--- config.mk ---
export PLATFORM = sky130hd
export DESIGN_NAME = stream_mux_rr
export DESIGN_NICKNAME = d
export VERILOG_FILES = /design/src/rtl/stream_mux_rr.sv
export SDC_FILE = /design/constraint.sdc
export NUM_CORES = 1
export LEC_CHECK = 0
export ABC_CLOCK_PERIOD_IN_PS = 6300
export CAP_MARGIN = 10
export CORE_MARGIN = 3
export CORE_UTILIZATION = 40
export DETAILED_ROUTE_END_ITERATION = 8
export HOLD_SLACK_MARGIN = 0.08
export PLACE_DENSITY = 0.95
export RECOVER_POWER = 100
export REMOVE_ABC_BUFFERS = 1
export SYNTH_ARGS = -nofsm -noshare
export SYNTH_HDL_FRONTEND = slang
export SYNTH_SLANG_ARGS = --single-unit
--- constraint.sdc ---
create_clock -name clk -period 6.3 [get_ports clk]
set_input_delay 0.945 -clock clk [delete_from_list [all_inputs] [get_ports clk]]
set_output_delay 0.945 -clock clk [all_outputs]
set_load 0.05 [all_outputs]
--- src/rtl/stream_mux_rr.sv ---
// stream_mux_rr: N_CH-input round-robin stream mux into one registered output, tagged with source channel.
// Latency: 1 cycle from input accept to o_valid/o_data; one word per cycle sustained.
// Backpressure: o_ready low with o_valid high holds the output and drops all i_ready (o_ready -> i_ready is combinational).
//
// Ports:
//   clk, rst          clock and synchronous active-high reset
//   i_valid/i_ready   per-channel handshake, bit k is channel k; i_ready is one-hot or zero
//   i_data            packed channel data, channel k at [k*W +: W]
//   o_valid/o_ready   output handshake
//   o_data, o_ch      registered output word and its source channel
//   i_force, i_sel    only with STREAM_MUX_FORCE_SEL_EN: grant i_sel alone, bypassing round-robin
module stream_mux_rr #(
    parameter int N_CH = 4,
    parameter int W    = 8,
    localparam int CW  = $clog2(N_CH)
) (
    input  logic              clk,
    input  logic              rst,
    input  logic [N_CH-1:0]   i_valid,
    input  logic [N_CH*W-1:0] i_data,
    output logic [N_CH-1:0]   i_ready,
    output logic              o_valid,
    output logic [W-1:0]      o_data,
    output logic [CW-1:0]     o_ch,
    input  logic              o_ready
`ifdef STREAM_MUX_FORCE_SEL_EN
    ,
    input  logic              i_force,
    input  logic [CW-1:0]     i_sel
`endif
);

    logic [CW-1:0] ptr;        // highest-priority channel for the next grant
    logic          load;       // output register may take a new word this cycle
    logic          gnt_vld;
    logic [CW-1:0] gnt_idx;
    logic [CW:0]   cand;       // one extra bit so ptr+i can be wrapped without overflow
    logic [W-1:0]  gnt_dat;
    logic [CW-1:0] ptr_nxt;
    logic          xfer;

    assign load = !o_valid || o_ready;

    // Scan from ptr upward with wrap; first valid channel wins.
    always_comb begin
        gnt_vld = 1'b0;
        gnt_idx = '0;
        cand    = '0;
        for (int i = 0; i < N_CH; i++) begin
            cand = {1'b0, ptr} + (CW+1)'(i);
            if (cand >= (CW+1)'(N_CH)) begin
                cand = cand - (CW+1)'(N_CH);
            end
            if (!gnt_vld && i_valid[cand[CW-1:0]]) begin
                gnt_vld = 1'b1;
                gnt_idx = cand[CW-1:0];
            end
        end
`ifdef STREAM_MUX_FORCE_SEL_EN
        // Forced selection replaces the scan entirely; an idle or
        // out-of-range selection means no grant at all.
        if (i_force) begin
            gnt_vld = 1'b0;
            gnt_idx = '0;
            if ({1'b0, i_sel} < (CW+1)'(N_CH)) begin
                if (i_valid[i_sel]) begin
                    gnt_vld = 1'b1;
                    gnt_idx = i_sel;
                end
            end
        end
`endif
    end

    // Ready goes only to the granted channel, so it never depends on
    // other channels' valid once the grant is settled.
    always_comb begin
        i_ready = '0;
        if (!rst && load && gnt_vld) begin
            i_ready[gnt_idx] = 1'b1;
        end
    end

    always_comb begin
        gnt_dat = '0;
        for (int k = 0; k < N_CH; k++) begin
            if (gnt_idx == CW'(k)) begin
                gnt_dat = i_data[k*W +: W];
            end
        end
    end

    assign ptr_nxt = (gnt_idx == CW'(N_CH-1)) ? '0 : gnt_idx + CW'(1);
    assign xfer    = !rst && load && gnt_vld;

    always_ff @(posedge clk) begin
        if (rst) begin
            o_valid <= 1'b0;
            o_data  <= '0;
            o_ch    <= '0;
            ptr     <= '0;
        end else if (xfer) begin
            // Covers both an empty register and drain-and-reload on one edge.
            o_valid <= 1'b1;
            o_data  <= gnt_dat;
            o_ch    <= gnt_idx;
            ptr     <= ptr_nxt;
        end else if (o_ready) begin
            // Drained with nothing to replace it; data/ch keep last value.
            o_valid <= 1'b0;
        end
    end

endmodule

Word level (Yosys, flattened, before mapping)
Index checks and enable logic that the tools add are counted.
{"block": "op_classes", "reduce_logical": 14, "magnitude_cmp": 10, "addsub": 8, "n_eq_ne": 3, "muxes": 30}
{"cell": "$mux 8", "count": 4}
{"cell": "$mux 2", "count": 9}
{"cell": "$lt 2x3->1 const B", "count": 5}
{"cell": "$mux 1", "count": 11}
{"cell": "$ge 3x3->1 const B", "count": 3}
{"cell": "$bmux 1 s2", "count": 4}
{"cell": "$sub 2x1->2 const B", "count": 4}
{"cell": "$add 2x2->3 const B", "count": 2}
{"cell": "$logic_and 1x1->1", "count": 6}
{"cell": "$logic_not 1->1", "count": 5}
{"cell": "$eq 2x2->1 const B", "count": 2}
{"cell": "$mux 4", "count": 1}
{"cell": "$add 2x1->3 const B", "count": 1}
{"cell": "$ge 2x3->1 const B", "count": 1}
{"cell": "$add 2x1->2 const B", "count": 1}
{"cell": "$demux 1 s2", "count": 1}
{"cell": "$eq 2x1->1 const B", "count": 1}
{"cell": "$ge 2x1->1 const B", "count": 1}
{"cell": "$logic_not 2->1", "count": 1}
{"cell": "$reduce_bool 2->1", "count": 1}
{"cell": "$logic_or 1x1->1", "count": 1}
{"block": "totals", "input_bits": 39, "register_bits": 13, "word_cells": 69}

Depth between registers and ports, before layout
Gate-level depths: netlist of run 1.
{"block": "logic_depth", "word_depth": 19, "mapped_depth": 11}

Worst setup path after synthesis of run 1
OpenSTA, ideal clock, no wires.
{"block": "synth_timing", "path_type": "input to output", "startpoint": "in i_valid[1]", "endpoint": "out i_ready[1]", "arrival_time_ns": 2.440, "slack_ns": 2.915, "n_path_buf": 1, "required_time_ns": 5.355, "cell_stages": 6, "cell_sequence": "nand2b_1 -> a21oi_1 -> o32ai_1 -> ha_1 -> clkbuf_1 -> and2_1"}
{"block": "synth_between", "elab_chain_len": 17, "word_cells_on_any_way": 29, "cone_classes": "order compare (2); mux (19); reduce/logical (8)"}
{"item": "start, declared", "line_no": "19", "text": "input logic [N_CH-1:0] i_valid,"}
{"item": "$bmux 1 s2", "line_no": "54", "text": "if (!gnt_vld && i_valid[cand[CW-1:0]]) begin"}
{"item": "$mux 1 (not written as such)", "line_no": "54"}
{"item": "$mux 1", "line_no": "54"}
{"item": "$logic_not 1->1", "line_no": "54"}
{"item": "$logic_and 1x1->1", "line_no": "54"}
{"item": "$mux 1", "line_no": "54"}
{"item": "$logic_not 1->1", "line_no": "54"}
{"item": "$logic_and 1x1->1", "line_no": "54"}
{"item": "$mux 1", "line_no": "54"}
{"item": "$logic_not 1->1", "line_no": "54"}
{"item": "$logic_and 1x1->1", "line_no": "54"}
{"item": "$mux 2", "line_no": "54"}
{"item": "$lt 2x3->1 (not written as such) / $ge 2x1->1 (equally long branches)", "line_no": "80", "text": "i_ready[gnt_idx] = 1'b1;"}
{"item": "$logic_and 1x1->1 (not written as such)", "line_no": "80"}
{"item": "$mux 1 (not written as such)", "line_no": "80"}
{"item": "$demux 1 s2", "line_no": "80"}
{"item": "$mux 4 (*)", "line_no": "79", "text": "if (!rst && load && gnt_vld) begin"}
{"item": "end, declared", "line_no": "21", "text": "output logic [N_CH-1:0] i_ready,"}
Every way passes the cells marked *; elsewhere a longest branch is shown, timed or not. The select of a mux whose other input is x is not followed.

Worst setup path after layout of run 1
{"block": "layout_timing", "startpoint": "in i_valid[0]", "endpoint": "out i_ready[2]"}
The elaborated chain is that of the path after synthesis.

==> reports/qor.txt, run 1 <==
====================================================================================
Status                                                                  complete, no violations
Initial antenna violation count                                                    0
Via count of the first global-routing pass                                       978
Maximum number of pins on one net before global-route repair                      24
Total design power                                                            370 uW
Cell-internal power                                                           209 uW
Buffers inserted by post-CTS timing repair                                         0
Power spent charging and discharging nets                                     161 uW
Setup repair after global routing missed its margin                               no
Vias                                                                            1027
Post-Place Cell Area                                                       1440 um^2
Cell repeated most along the worst path                                 dlygate4sd3_1
Final min period                                                             5.35 ns
Critical Path Start Type                                                   input pin
Pre-antenna DRT Iters                                                              4
Maximum clock insertion buffer count                                               2
Height of the die                                                            53.9 um
Power per standard cell area                                             256 nW/um^2
Maximum frequency from static timing analysis                                187 MHz
Row count                                                                         16
Final Hold Fails                                                                   0
Critical Path Sink Type                                                  output port
Slew at the pin closest to its max-slew limit                                1.12 ns
Cell at the root of the clock tree                                          clkbuf_4
Global route overflow                                                              0
Peak ir drop on the vdd network                                           0.000179 V
Path type of the worst min-delay path                                   flip-flop to flip-flop
Proportion of power drawn by the clock network                                 0.138
Routability congestion estimate from global placement                          0.805
Final cell area excluding filler cells                                     1450 um^2
Number of failing setup endpoints in the final timing report                       0
Detailed Place HPWL                                                          2.11 mm
Area added between synthesis and finish                                        57.8%
Warnings from Yosys                                                                0
Post-synth EDFFs                                                                   0
I/O pins                                                                          54
Syn Std Cell Area                                                           917 um^2
Routed vias/inst                                                                5.49
Util after Layout                                                              0.702
Top_reg_cell synth                                                           dfxtp_1
Count of buffering cells on the critical path with inverters included              2
Fraction of layout instances using a drive strength above 1                    0.106
Pins over their slew limit                                                         0
Final standard cell count with taps included and fillers excluded                187
Global-route wire length before repair                                       4.06 mm
Crit path max fanout                                                              17
Final clock skew                                                          0.00959 ns
Asr flop ratio synth                                                               0
Total negative slack for setup checks                                           0 ns
Max-cap violations                                                                 0
Core Area                                                                  2060 um^2
Most common cell after layout, fill and taps aside                      clkdlybuf4s50_1
Clock transition at the registers of the reported paths                      0.07 ns
# placed instances                                                               183
Static Leak                                                              0.000609 uW
CTS Sinks                                                                         13
Count of mapped cells out of synthesis                                           111
Gate power share                                                               0.568
Net switching fraction of the power                                            0.436
Netlist cell types                                                                28
DR WL/cell                                                                   14.6 um
FF-to-FF setup slack                                                         3.78 ns
Req. time, crit path                                                         5.35 ns
DIE AREA                                                                   2900 um^2
Synthesis-stage register bit count                                                13
Port Buffers                                                                      53
Num CTS Buffers                                                                    3
Cells along the critical path                                           dlygate4sd3_1 -> nor4_1 -> or2_2 -> ha_1 -> and2_4 -> dlygate4sd3_1
Arrival @ worst endpoint                                                     4.40 ns
ANT nets after route                                                               0
Fraction of the cycle the final worst path needs                               0.849
Number of nets in the layout                                                     204
Post-cts resize count                                                              0
Die Span X                                                                   53.9 um
Final WL                                                                     2.73 mm
Starting density of the core                                                   0.445
Part of the Yosys area used for sequential elements                            0.284
Dominant delay contributor by cell family on the critical path          simple AND/OR/NAND/NOR gates
Post-cts hold buffer count                                                         0
Clock tree from TritonCTS                                                       done
Commonest cells after routing, fill and taps aside                      clkdlybuf4s50_1 (37), dlygate4sd3_1 (16), dfxtp_1 (13), inv_1 (11), nand2_1 (11)
Post-synthesis area per instance                                           8.26 um^2
Biggest cell delay along the critical path                                   0.97 ns
Slew HR                                                                        0.244
Number of H-tree branching levels                                                  1
Master of the slowest instance on the critical path                           nor4_1
GRT Overall Usage                                                              0.191
Initial detailed-routing violation count                                          18
Type of the worst setup path                                            input pin to output port
Power share of the sequential group                                            0.294
Fill count                                                                       170
Detailed-route DRC error count                                                     0
Antenna cell count                                                                 0
Clock latency on the worst-skew pair                                         0.28 ns
====================================================================================
[Yosys cell counts, types with 2 or more instances]
master | count | area, um^2
a31oi_1 | 7 | 43.8
o21ai_0 | 5 | 25.0
dfxtp_1 | 13 | 260
a21oi_2 | 7 | 61.3
and2_4 | 3 | 26.3
a211o_1 | 7 | 61.3
inv_1 | 11 | 41.3
clkbuf_1 | 5 | 18.8
nor2_1 | 3 | 11.3
a21oi_1 | 5 | 25.0
buf_6 | 2 | 22.5
a221oi_1 | 7 | 61.3
o211ai_1 | 3 | 22.5
nand2b_1 | 2 | 12.5
ha_1 | 4 | 50.1
nor2b_1 | 5 | 31.3
nand2_1 | 11 | 41.3
[through the flow]
stage | worst slack [ns] | hold slack, ns
after floorplan | 3.02 | 0.501
after global placement | 1.72 | 0.497
after detailed placement | 1.65 | 0.507
after CTS | 1.63 | 0.522
after global routing | 0.746 | 0.538
final | 0.950 | 0.519
[worst paths after layout]
path                          startpoint                      to  depth (start not counted)
hold / removal    o_data[6]$_SDFFE_PP0N_  o_data[6]$_SDFFE_PP0N_                          2
hold reg to reg   o_data[6]$_SDFFE_PP0N_  o_data[6]$_SDFFE_PP0N_                          2
setup reg to reg     ptr[1]$_SDFFE_PP0N_  o_data[6]$_SDFFE_PP0N_                          7
setup / recovery              i_valid[0]              i_ready[2]                          6
[kinds of logic (layout without fill, tap and decap cells)]
kind of cell               Yosys count  count (layout)  synth area share
and+or+nand+nor                     30              30             0.202
adders and majority gates            4               4            0.0546
DFF                                 13              13             0.284
AOI/OAI and AO/OA                   45              45             0.364
buffers and inverters               19              68            0.0955
[sequential cells by signal, indices dropped and copies added, names as in the netlist]
register  cells
o_ch          2
o_data        8
o_valid       1
ptr           2
[power by group through the flow]
stage               clock (uW)  combinational, uW  sequential (uW)
global placement             0                210              110
global route              53.9                224              110
finish                    51.1                210              109
floorplan                    0               98.4              153
CTS                       52.9                217              109
detailed placement           0                216              111
[cell type report]
| type | count | area, um^2 | share of cell area |
|---|---|---|---|
| tap | 27 | 33.8 | 0.0233 |
| sequential | 13 | 260 | 0.180 |
| clock buffer | 3 | 22.5 | 0.0156 |
| multi-input combinational | 79 | 554 | 0.383 |
| timing repair buffer | 53 | 531 | 0.366 |
| inverter | 11 | 41.3 | 0.0285 |
| clock inverter | 1 | 5.00 | 0.00346 |
[worst register-to-register path, cell delays in order (launching register included)]
cell and delay (ns):
dfxtp_1 0.43, a21oi_1 0.09, o32ai_1 0.50, ha_1 0.49, and2b_1 0.33, a221oi_1 0.27, a211o_1 0.16, a31oi_1 0.08
[metal layers]
layer  GRT usage  share of wire  vias up
met5           0              0        -
met4      0.0894          0.015        0
met3      0.0222          0.087        4
met2       0.339           0.49       54
met1       0.225           0.41      468
li1            -              -      501
Power figures use the tool's default switching activity.
==> run 2, diff against run 1 <==
--- a/config.mk
+++ b/config.mk
@@ -5,13 +5,13 @@
 export SDC_FILE = /design/constraint.sdc
 export NUM_CORES = 1
 export LEC_CHECK = 0
-export ABC_CLOCK_PERIOD_IN_PS = 6300
+export ABC_CLOCK_PERIOD_IN_PS = 5100
 export CAP_MARGIN = 10
 export CORE_MARGIN = 3
-export CORE_UTILIZATION = 40
+export CORE_UTILIZATION = 37
 export DETAILED_ROUTE_END_ITERATION = 8
 export HOLD_SLACK_MARGIN = 0.08
-export PLACE_DENSITY = 0.95
+export PLACE_DENSITY = 0.89
 export RECOVER_POWER = 100
 export REMOVE_ABC_BUFFERS = 1
 export SYNTH_ARGS = -nofsm -noshare
==> constraint.sdc (replaced) <==
create_clock -name clk -period 5.1 [get_ports clk]
set_input_delay 0.765 -clock clk [delete_from_list [all_inputs] [get_ports clk]]
set_output_delay 0.765 -clock clk [all_outputs]
set_load 0.05 [all_outputs]
==> run 2 against run 1 <==
Net effect: via count is 0.88% lower; sequential share of layout area fell by 0.23 points; critical path type unchanged; hold slack worse by 0.0066 ns; setup slack worse by 0.35 ns; die area rose by 7.2%; count of clock-buffer cells in the layout up 1; non-clock buffer count up 1; first-iteration DRC count is 61% higher.
==> reports/qor.txt, run 2 (same netlist as run 1, synthesis figures left out) <==
===========================================================================
Status                                                         complete, no violations
Number of failing setup endpoints in the final timing report              0
Startpoint of the worst register-to-register path              ptr[1]$_SDFFE_PP0N_
FF-to-FF path depth                                                       7
Critical Path Sink Type                                         output port
Setup repair after global routing missed its margin                      no
Final min period                                                    4.49 ns
Clock tree from TritonCTS                                              done
Max-cap violations                                                        0
Commonest cells after routing, fill and taps aside             clkdlybuf4s50_1 (36), dlygate4sd3_1 (17), dfxtp_1 (13), inv_1 (11), nand2_1 (11)
Post-cts resize count                                                     0
Starting density of the core                                          0.403
Initial detailed-routing violation count                                 29
Area added between synthesis and finish                               59.9%
Hold-critical path endpoint                                    o_data[4]$_SDFFE_PP0N_
Crit path max fanout                                                     17
Fraction of layout instances using a drive strength above 1           0.106
GRT Overall Usage                                                     0.183
Maximum frequency from static timing analysis                       222 MHz
Hold path startpoint                                           o_data[4]$_SDFFE_PP0N_
Die Span X                                                          55.8 um
Slew at the pin closest to its max-slew limit                       1.11 ns
Initial antenna violation count                                           0
FF-to-FF setup slack                                                2.55 ns
Pre-antenna DRT Iters                                                     4
Cell at the root of the clock tree                                 clkbuf_4
Number of flip-flops under the largest register name                      8
Clock transition at the registers of the reported paths             0.09 ns
Worst r2r dst                                                  o_data[2]$_SDFFE_PP0N_
ANT nets after route                                                      0
DIE AREA                                                          3110 um^2
Row count                                                                17
Maximum number of pins on one net before global-route repair             24
Detailed-route DRC error count                                            0
Final clock skew                                                 0.00741 ns
Registers with the most flip-flops                             o_data (8), o_ch (2), ptr (2)
DR WL/cell                                                          14.7 um
Path type of the worst min-delay path                          flip-flop to flip-flop
Final WL                                                            2.79 mm
Buffers inserted by post-CTS timing repair                                0
CTS Sinks                                                                13
Util after Layout                                                     0.644
Static Leak                                                     0.000610 uW
Type of the worst setup path                                   input pin to output port
Arrival @ worst endpoint                                            3.73 ns
Number of H-tree branching levels                                         1
Fill count                                                              205
Num CTS Buffers                                                           3
Via count of the first global-routing pass                              977
Routability congestion estimate from global placement                 0.788
Height of the die                                                   55.8 um
Global-route wire length before repair                              4.65 mm
Final Hold Fails                                                          0
Number of nets in the layout                                            205
Core Area                                                         2280 um^2
Post-cts hold buffer count                                                0
I/O pins                                                                 54
Register with the highest flop count                                 o_data
Routed vias/inst                                                       5.39
Critical Path Start Type                                          input pin
Antenna cell count                                                        0
Peak ir drop on the vdd network                                  0.000239 V
Power per standard cell area                                    315 nW/um^2
Fraction of the cycle the final worst path needs                      0.881
Clock latency on the worst-skew pair                                0.28 ns
Port Buffers                                                             53
Hold path cells                                                           2
Most common cell after layout, fill and taps aside             clkdlybuf4s50_1
Pins over their slew limit                                                0
Slew HR                                                               0.258
Detailed Place HPWL                                                 2.15 mm
Vias                                                                   1018
Maximum clock insertion buffer count                                      2
Req. time, crit path                                                4.34 ns
Global route overflow                                                     0
Total negative slack for setup checks                                  0 ns
===========================================================================
[run 2: cell count changes in the layout (fill, tap and decap cells not counted)]
cell / delta
clkbuf_1: +2
clkdlybuf4s50_1: -1
clkinv_2: -1
dlygate4sd3_1: +1
nor4_1: -1
nor4_4: +1
[run 2: final cells by class]
cell class / count / area, um^2 / area share
well taps: 28 / 35.0 / 0.0239
inverters: 11 / 41.3 / 0.0282
clock buffers: 4 / 26.3 / 0.0179
flip-flops and latches: 13 / 260 / 0.177
repair buffers: 54 / 534 / 0.364
multi-input cells: 79 / 569 / 0.388
[run 2: power by group]
part | internal, uW | switching, uW | total (uW) | leakage, uW
logic | 110 | 154 | 263 | 0.000486
registers | 120 | 12.8 | 133 | 0.000109
clock network | 30.3 | 36.0 | 66.3 | 0.0000150
total | 260 | 202 | 463 | 0.000610
[run 2: critical path, cell delays in order]
cell and delay [ns]:
dlygate4sd3_1 0.61, nor4_4 0.51, or2_2 0.22, ha_1 0.51, and2_4 0.25, dlygate4sd3_1 0.87
[run 2: per-layer routing]
metal	global-route usage	vias up	wire length, um
met5	0	-	0
met4	0.0521	0	38
met3	0.0557	4	212
met2	0.299	51	1380
met1	0.230	463	1160
li1	-	500	-
[run 2: how the worst max path moves through the flow]
stage / startpoint / to
floorplan: i_valid[1] / i_ready[1]
global placement: i_valid[0] / i_ready[2]
detailed placement: i_valid[0] / i_ready[2]
CTS: i_valid[0] / i_ready[2]
global route: i_valid[1] / i_ready[2]
finish: i_valid[1] / i_ready[2]
[run 2: metrics by stage]
step	setup slack [ns]	total power, uW	hold slack, ns	instance area [um^2]	cells
2_1_floorplan	2.18	310	0.501	871	103
5_1_grt	0.416	491	0.530	1470	189
6_report	0.605	463	0.513	1470	189
4_1_cts	0.776	471	0.513	1470	189
3_3_place_gp	0.877	396	0.498	1440	185
3_5_place_dp	0.776	405	0.501	1440	185
==> RTL change 1: new RTL, settings of run 2 <==
Add a define of `STREAM_MUX_FORCE_SEL_EN`.
--- a/src/rtl/stream_mux_rr.sv
+++ b/src/rtl/stream_mux_rr.sv
@@ -9,6 +9,8 @@
 //   o_valid/o_ready   output handshake
 //   o_data, o_ch      registered output word and its source channel
 //   i_force, i_sel    only with STREAM_MUX_FORCE_SEL_EN: grant i_sel alone, bypassing round-robin
+`define STREAM_MUX_FORCE_SEL_EN
+
 module stream_mux_rr #(
     parameter int N_CH = 4,
     parameter int W    = 8,
Interface: changed (added i_force and i_sel); port bits go from 54 to 57. The function was not compared with the original's and may differ.
==> RTL change 1 against run 2 <==
- die area up 19%
- area after synthesis up 21%
- via count up 25%
- non-clock buffer count up 3
- sequential cell count unchanged
- setup slack worse by 0.24 ns
- critical path depth up 2
- design area up 16%
- wire length up 26%
- first-iteration DRC count up 31%
- total power down 1.0%
- hold slack better by 0.051 ns
- maximum frequency down 5.0%
- critical path type unchanged
- largest cell class unchanged
- largest power group unchanged
- highest routed layer unchanged
==> RTL change 1: results (changes against run 2) <==
[pwr] sw frac 44.0% [+0.24 points]
[yosys] leading cell types by count after synthesis sky130_fd_sc_hd__a21oi_1, sky130_fd_sc_hd__dfxtp_1, sky130_fd_sc_hd__nor2b_1
[sta] # setup viols final 0 [unchanged]
[cells_and_area] registers with the highest flip-flop counts o_data: 8 flops, o_ch: 2 flops, ptr: 2 flops
[clock_network] post-cts repair resize count 0 [unchanged]
[run] maximum capacitance violations 0 [unchanged]
[grt] first-pass GRT wire length 5.23 mm [+12%]
[place] count of buffers from port buffering 56 [+5.7%]
[clock_network] Setup Buffers After CTS 0 [unchanged]
[min_path] Hold/Removal Path Class flip-flop to flip-flop
[clock_network] clk_lat worst skew 0.28 ns [about the same]
[grt] antenna violations before repair 0 [unchanged]
[place] half-perimeter wire length of the detailed placement result 2.80 mm [+30%]
[grt] overall fraction of global-route tracks in use 18.3% [about the same]
[cells_and_area] antenna diode instance count 0 [unchanged]
[sta] max-slew headroom at the worst pin 13.9% [-12 points]
[grt] pin count of the biggest net entering global routing 18 [-25%]
[pwr] static leakage 0.000673 uW [+10%]
[yosys] count of warnings emitted by yosys 0 [unchanged]
[clock_network] CTS max path bufs 2 [unchanged]
[yosys] number of cells produced by synthesis 137 [+23%]
[worst_setup_path] maximum net fanout on the critical path 11 [-6]
[route] drt pass-1 iters 4 [unchanged]
[grt] number of global-route vias before repair 1211 [+24%]
[yosys] Area contributors post-synth sky130_fd_sc_hd__dfxtp_1, sky130_fd_sc_hd__a211oi_2, sky130_fd_sc_hd__a21oi_1
[pwr] peak supply drop 0.000187 V [-22%]
[clock_network] clock-pin slew on the worst setup and hold paths 0.08 ns
[route] total routed wirelength 3.52 mm [+26%]
[yosys] sequential area share after synthesis 23.4% [-5.0 points]
[cells_and_area] Final Non-Filler Cells 220 [+16%]
[clock_network] depth of the CTS H-tree 1 [unchanged]
[worst_setup_path] signal arrival time at the worst endpoint 3.97 ns [+0.24 ns]
[cells_and_area] fraction of final layout cells sized beyond drive strength 1 8.47% [-2.1 points]
[route] number of violations reported at the end of detailed-routing iteration 0 38 [+31%]
[route] detailed-route via count 1276 [+25%]
[cells_and_area] net count reported at finish 236 [+15%]
[clock_network] root buffer cell sky130_fd_sc_hd__clkbuf_4
[sta] worst clock skew on the final layout 0.00181 ns [-0.00561 ns]
[place] final RePlAce weighted congestion 0.813 [+3.1%]
[sta] pins over their slew limit 0 [unchanged]
[yosys] Synth async-reset ratio 0% [unchanged]
[clock_network] Inserted Clock Buffers 3 [unchanged]
[yosys] library cells used by synthesis 38 [+36%]
[run_status] run status complete, no violations
## RTL change 1: cell count changes in the layout (fill, tap and decap cells not counted), moves of 5 or more
cell                              change
sky130_fd_sc_hd__a21oi_2              -7
sky130_fd_sc_hd__a21oi_1             +15
sky130_fd_sc_hd__a211o_1              -7
sky130_fd_sc_hd__a211oi_2             +8
sky130_fd_sc_hd__clkdlybuf4s50_1      +5
sky130_fd_sc_hd__and3_1               +5
sky130_fd_sc_hd__nand2_1              -5
sky130_fd_sc_hd__inv_1                -5
sky130_fd_sc_hd__nor3_1               +7
sky130_fd_sc_hd__nor2b_1              +6
sky130_fd_sc_hd__a31oi_1              -6
## RTL change 1: worst paths after layout
kind / endpoint / slack [ns] / start / cells after the start
worst min register to register: o_valid / 0.56 / o_valid / 2
worst max-delay path: i_ready[1] / 0.37 / i_valid[0] / 8
worst min-delay path: o_valid / 0.56 / o_valid / 2
worst max register to register: o_data[7] / 1.95 / ptr[0] / 10
## RTL change 1: critical path: stages
cell,delay [ns]
sky130_fd_sc_hd__clkdlybuf4s50_1,0.51
sky130_fd_sc_hd__or2_0,0.29
sky130_fd_sc_hd__a2111oi_4,0.39
sky130_fd_sc_hd__o21ai_0,0.12
sky130_fd_sc_hd__a31oi_1,0.41
sky130_fd_sc_hd__ha_1,0.45
sky130_fd_sc_hd__and3_1,0.21
sky130_fd_sc_hd__clkdlybuf4s50_1,0.80
## RTL change 1: power groups by stage
stage | clock (uW) | combinational [uW] | sequential (uW)
after floorplan | 0 | 121 | 181
after global placement | 0 | 258 | 134
after detailed placement | 0 | 267 | 135
after CTS | 65.4 | 269 | 132
after global routing | 70.9 | 281 | 134
final | 63.6 | 262 | 132
## RTL change 1: cell type report
class / count / area [sq um]
clock buffer: 4 / 26.3
fill: 247 / 1110
inverter: 6 / 22.5
multi-input combinational: 109 / 781
sequential: 13 / 260
tap: 31 / 38.8
timing repair buffer: 57 / 568
## RTL change 1: cells by family (layout without fill, tap and decap cells)
logic type | count (synthesis) | count (layout) | synth area share [%]
compound gates | 57 | 57 | 39.6
mux | 4 | 4 | 4.73
buf+inv | 15 | 67 | 5.86
fa+ha+maj | 4 | 4 | 4.50
flops | 13 | 13 | 23.4
simple gates | 44 | 44 | 21.8
## RTL change 1: stage by stage
stage / setup slack (ns) / hold slack (ns) / area, sq um
floorplan: 1.67 / 0.554 / 1070
global placement: 0.506 / 0.525 / 1680
detailed placement: 0.366 / 0.538 / 1680
CTS: 0.367 / 0.561 / 1700
global route: 0.0966 / 0.594 / 1700
finish: 0.369 / 0.564 / 1700
## RTL change 1: layer usage
layer / up-vias / GRT usage, % / routed length (um)
met5: - / 0 / 0
met4: 0 / 4.64 / 16
met3: 2 / 0.638 / 148
met2: 47 / 33.6 / 1880
met1: 602 / 23.3 / 1480
li1: 625 / - / -
==> RTL change 2: new RTL, flow settings as in run 2 <==
Without the edit above. Reset style: asynchronous (`rst`), changed in one clocked block. Comments in the files are not updated.
--- a/src/rtl/stream_mux_rr.sv
+++ b/src/rtl/stream_mux_rr.sv
@@ -93,7 +93,7 @@
     assign ptr_nxt = (gnt_idx == CW'(N_CH-1)) ? '0 : gnt_idx + CW'(1);
     assign xfer    = !rst && load && gnt_vld;
 
-    always_ff @(posedge clk) begin
+    always_ff @(posedge clk or posedge rst) begin
         if (rst) begin
             o_valid <= 1'b0;
             o_data  <= '0;
Function: differs if rst is asserted again (counterexample within 4 cycles, from zero or initial values and one cycle with rst high); with rst held inactive, the same outputs for 10 cycles.
==> RTL change 2 against run 2 <==
- critical endpoint is now i_ready[1]
- design area increased by 4.9%
- area after synthesis increased by 10%
- sequential cell count unchanged
- clock skew decreased by 0.0039 ns
- first-iteration DRC count increased by 130%
- count of clock-buffer cells in the layout unchanged
- setup slack got worse by 0.057 ns
- critical path type unchanged
- wire length increased by 18%
- total power increased by 45%
==> RTL change 2: results (changes against run 2) <==
[route] number of violations reported at the end of detailed-routing iteration 0 66 [+130%]
[yosys] library cells used by synthesis 32 [+14%]
[grt] overall fraction of global-route tracks in use 20.4% [+2.2 points]
[cells_and_area] number of fill cells in the layout 224 [+9.3%]
[pwr] static leakage 0.000626 uW [+2.6%]
[cells_and_area] fraction of final layout cells sized beyond drive strength 1 2.41% [-8.1 points]
[grt] pin count of the biggest net entering global routing 23 [-4.2%]
[sta] worst clock skew on the final layout 0.00349 ns [-0.00393 ns]
[yosys] Synth async-reset ratio 100% [+100 points]
[worst_setup_path] signal arrival time at the worst endpoint 3.79 ns [+0.06 ns]
[yosys] post-synthesis mux area share 2.11% [+2.1 points]
[place] cell area after placement 1540 sq um [+6.4%]
[pwr] sw frac 49.8% [+6.0 points]
[clock_network] clk_lat worst skew 0.29 ns
[clock_network] clock-pin slew on the worst setup and hold paths 0.08 ns
[yosys] syn_area_per_cell 8.62 sq um [+4.3%]
[yosys] Area contributors post-synth sky130_fd_sc_hd__dfrtp_1, sky130_fd_sc_hd__a31oi_1, sky130_fd_sc_hd__a221o_1
[cells_and_area] Final Non-Filler Cells 196 [+3.7%]
[route] detailed route wirelength on metal3 298 um [+41%]
[route] detailed-route vias per instance 5.96 [+11%]
[grt] antenna violations before repair 0 [unchanged]
[run_status] run status complete, no violations
[yosys] main flop type after synthesis sky130_fd_sc_hd__dfrtp_1
[place] half-perimeter wire length of the detailed placement result 2.47 mm [+15%]
[yosys] Post-Synth Adder-Cell Area 4.96% [-0.49 points]
[grt] first-pass GRT wire length 5.27 mm [+13%]
[yosys] Compound-Gate Fraction of Synth Area 29.2% [-7.3 points]
[cells_and_area] net count reported at finish 210 [+2.4%]
[route] WL met2 1.54 mm [+12%]
[sta] max-slew headroom at the worst pin 7.38% [-18 points]
[yosys] sequential area share after synthesis 32.3% [+3.9 points]
[grt] number of global-route vias before repair 1114 [+14%]
[place] final RePlAce weighted congestion 0.912 [+16%]
[yosys] leading cell types by count after synthesis sky130_fd_sc_hd__a31oi_1, sky130_fd_sc_hd__dfrtp_1, sky130_fd_sc_hd__a21oi_1, sky130_fd_sc_hd__inv_1, sky130_fd_sc_hd__nand2_1
[RTL change 2: cell families after synthesis]
group | count (synthesis)
AND/OR/NAND/NOR | 36
flip-flops | 13
AO/OA/AOI/OAI | 42
multiplexers | 2
adder cells (fa/ha/maj) | 4
buffers and inverters | 20
[RTL change 2: power by group through the flow]
stage                     clock network (uW)  registers, uW  logic (uW)
after CTS                               67.9            167         450
after detailed placement                   0            169         448
final                                   66.3            166         437
after global placement                     0            166         431
after floorplan                            0            275         184
after global routing                    74.7            170         463
[RTL change 2: final timing paths]
check,from,endpoint,slack [ns],cells after the start
max,i_valid[2],i_ready[1],0.55,7
min,o_ch[1],o_ch[1],0.53,2
min reg2reg,o_ch[1],o_ch[1],0.53,2
max in group asynchronous,rst,o_data[4],3.50,2
min in group asynchronous,rst,o_valid,1.14,2
max reg2reg,ptr[1],o_data[2],2.61,7
[RTL change 2: layout make-up]
type | instances | area [sq um] | area share [%]
inverter | 11 | 41.3 | 2.69
timing repair buffer | 54 | 538 | 35.0
sequential | 13 | 325 | 21.2
tap | 30 | 37.5 | 2.44
multi-input combinational | 84 | 569 | 37.0
clock buffer | 4 | 26.3 | 1.71
[RTL change 2: stage by stage]
| stage | hold slack, ns | power (uW) | setup WS [ns] | utilization, % |
|---|---|---|---|---|
| finish | 0.528 | 669 | 0.549 | 60.4 |
| floorplan | 0.539 | 458 | 2.13 | - |
| global placement | 0.511 | 597 | 0.900 | 60.4 |
| detailed placement | 0.514 | 617 | 0.759 | 60.4 |
| global route | 0.560 | 708 | 0.378 | 60.4 |
| CTS | 0.533 | 685 | 0.738 | 61.4 |
[RTL change 2: metal layers]
layer | up-vias | track usage [%]
met5 | - | 0
met2 | 62 | 32.3
met4 | 0 | 9.93
li1 | 534 | -
met1 | 562 | 26.9
met3 | 10 | 3.56
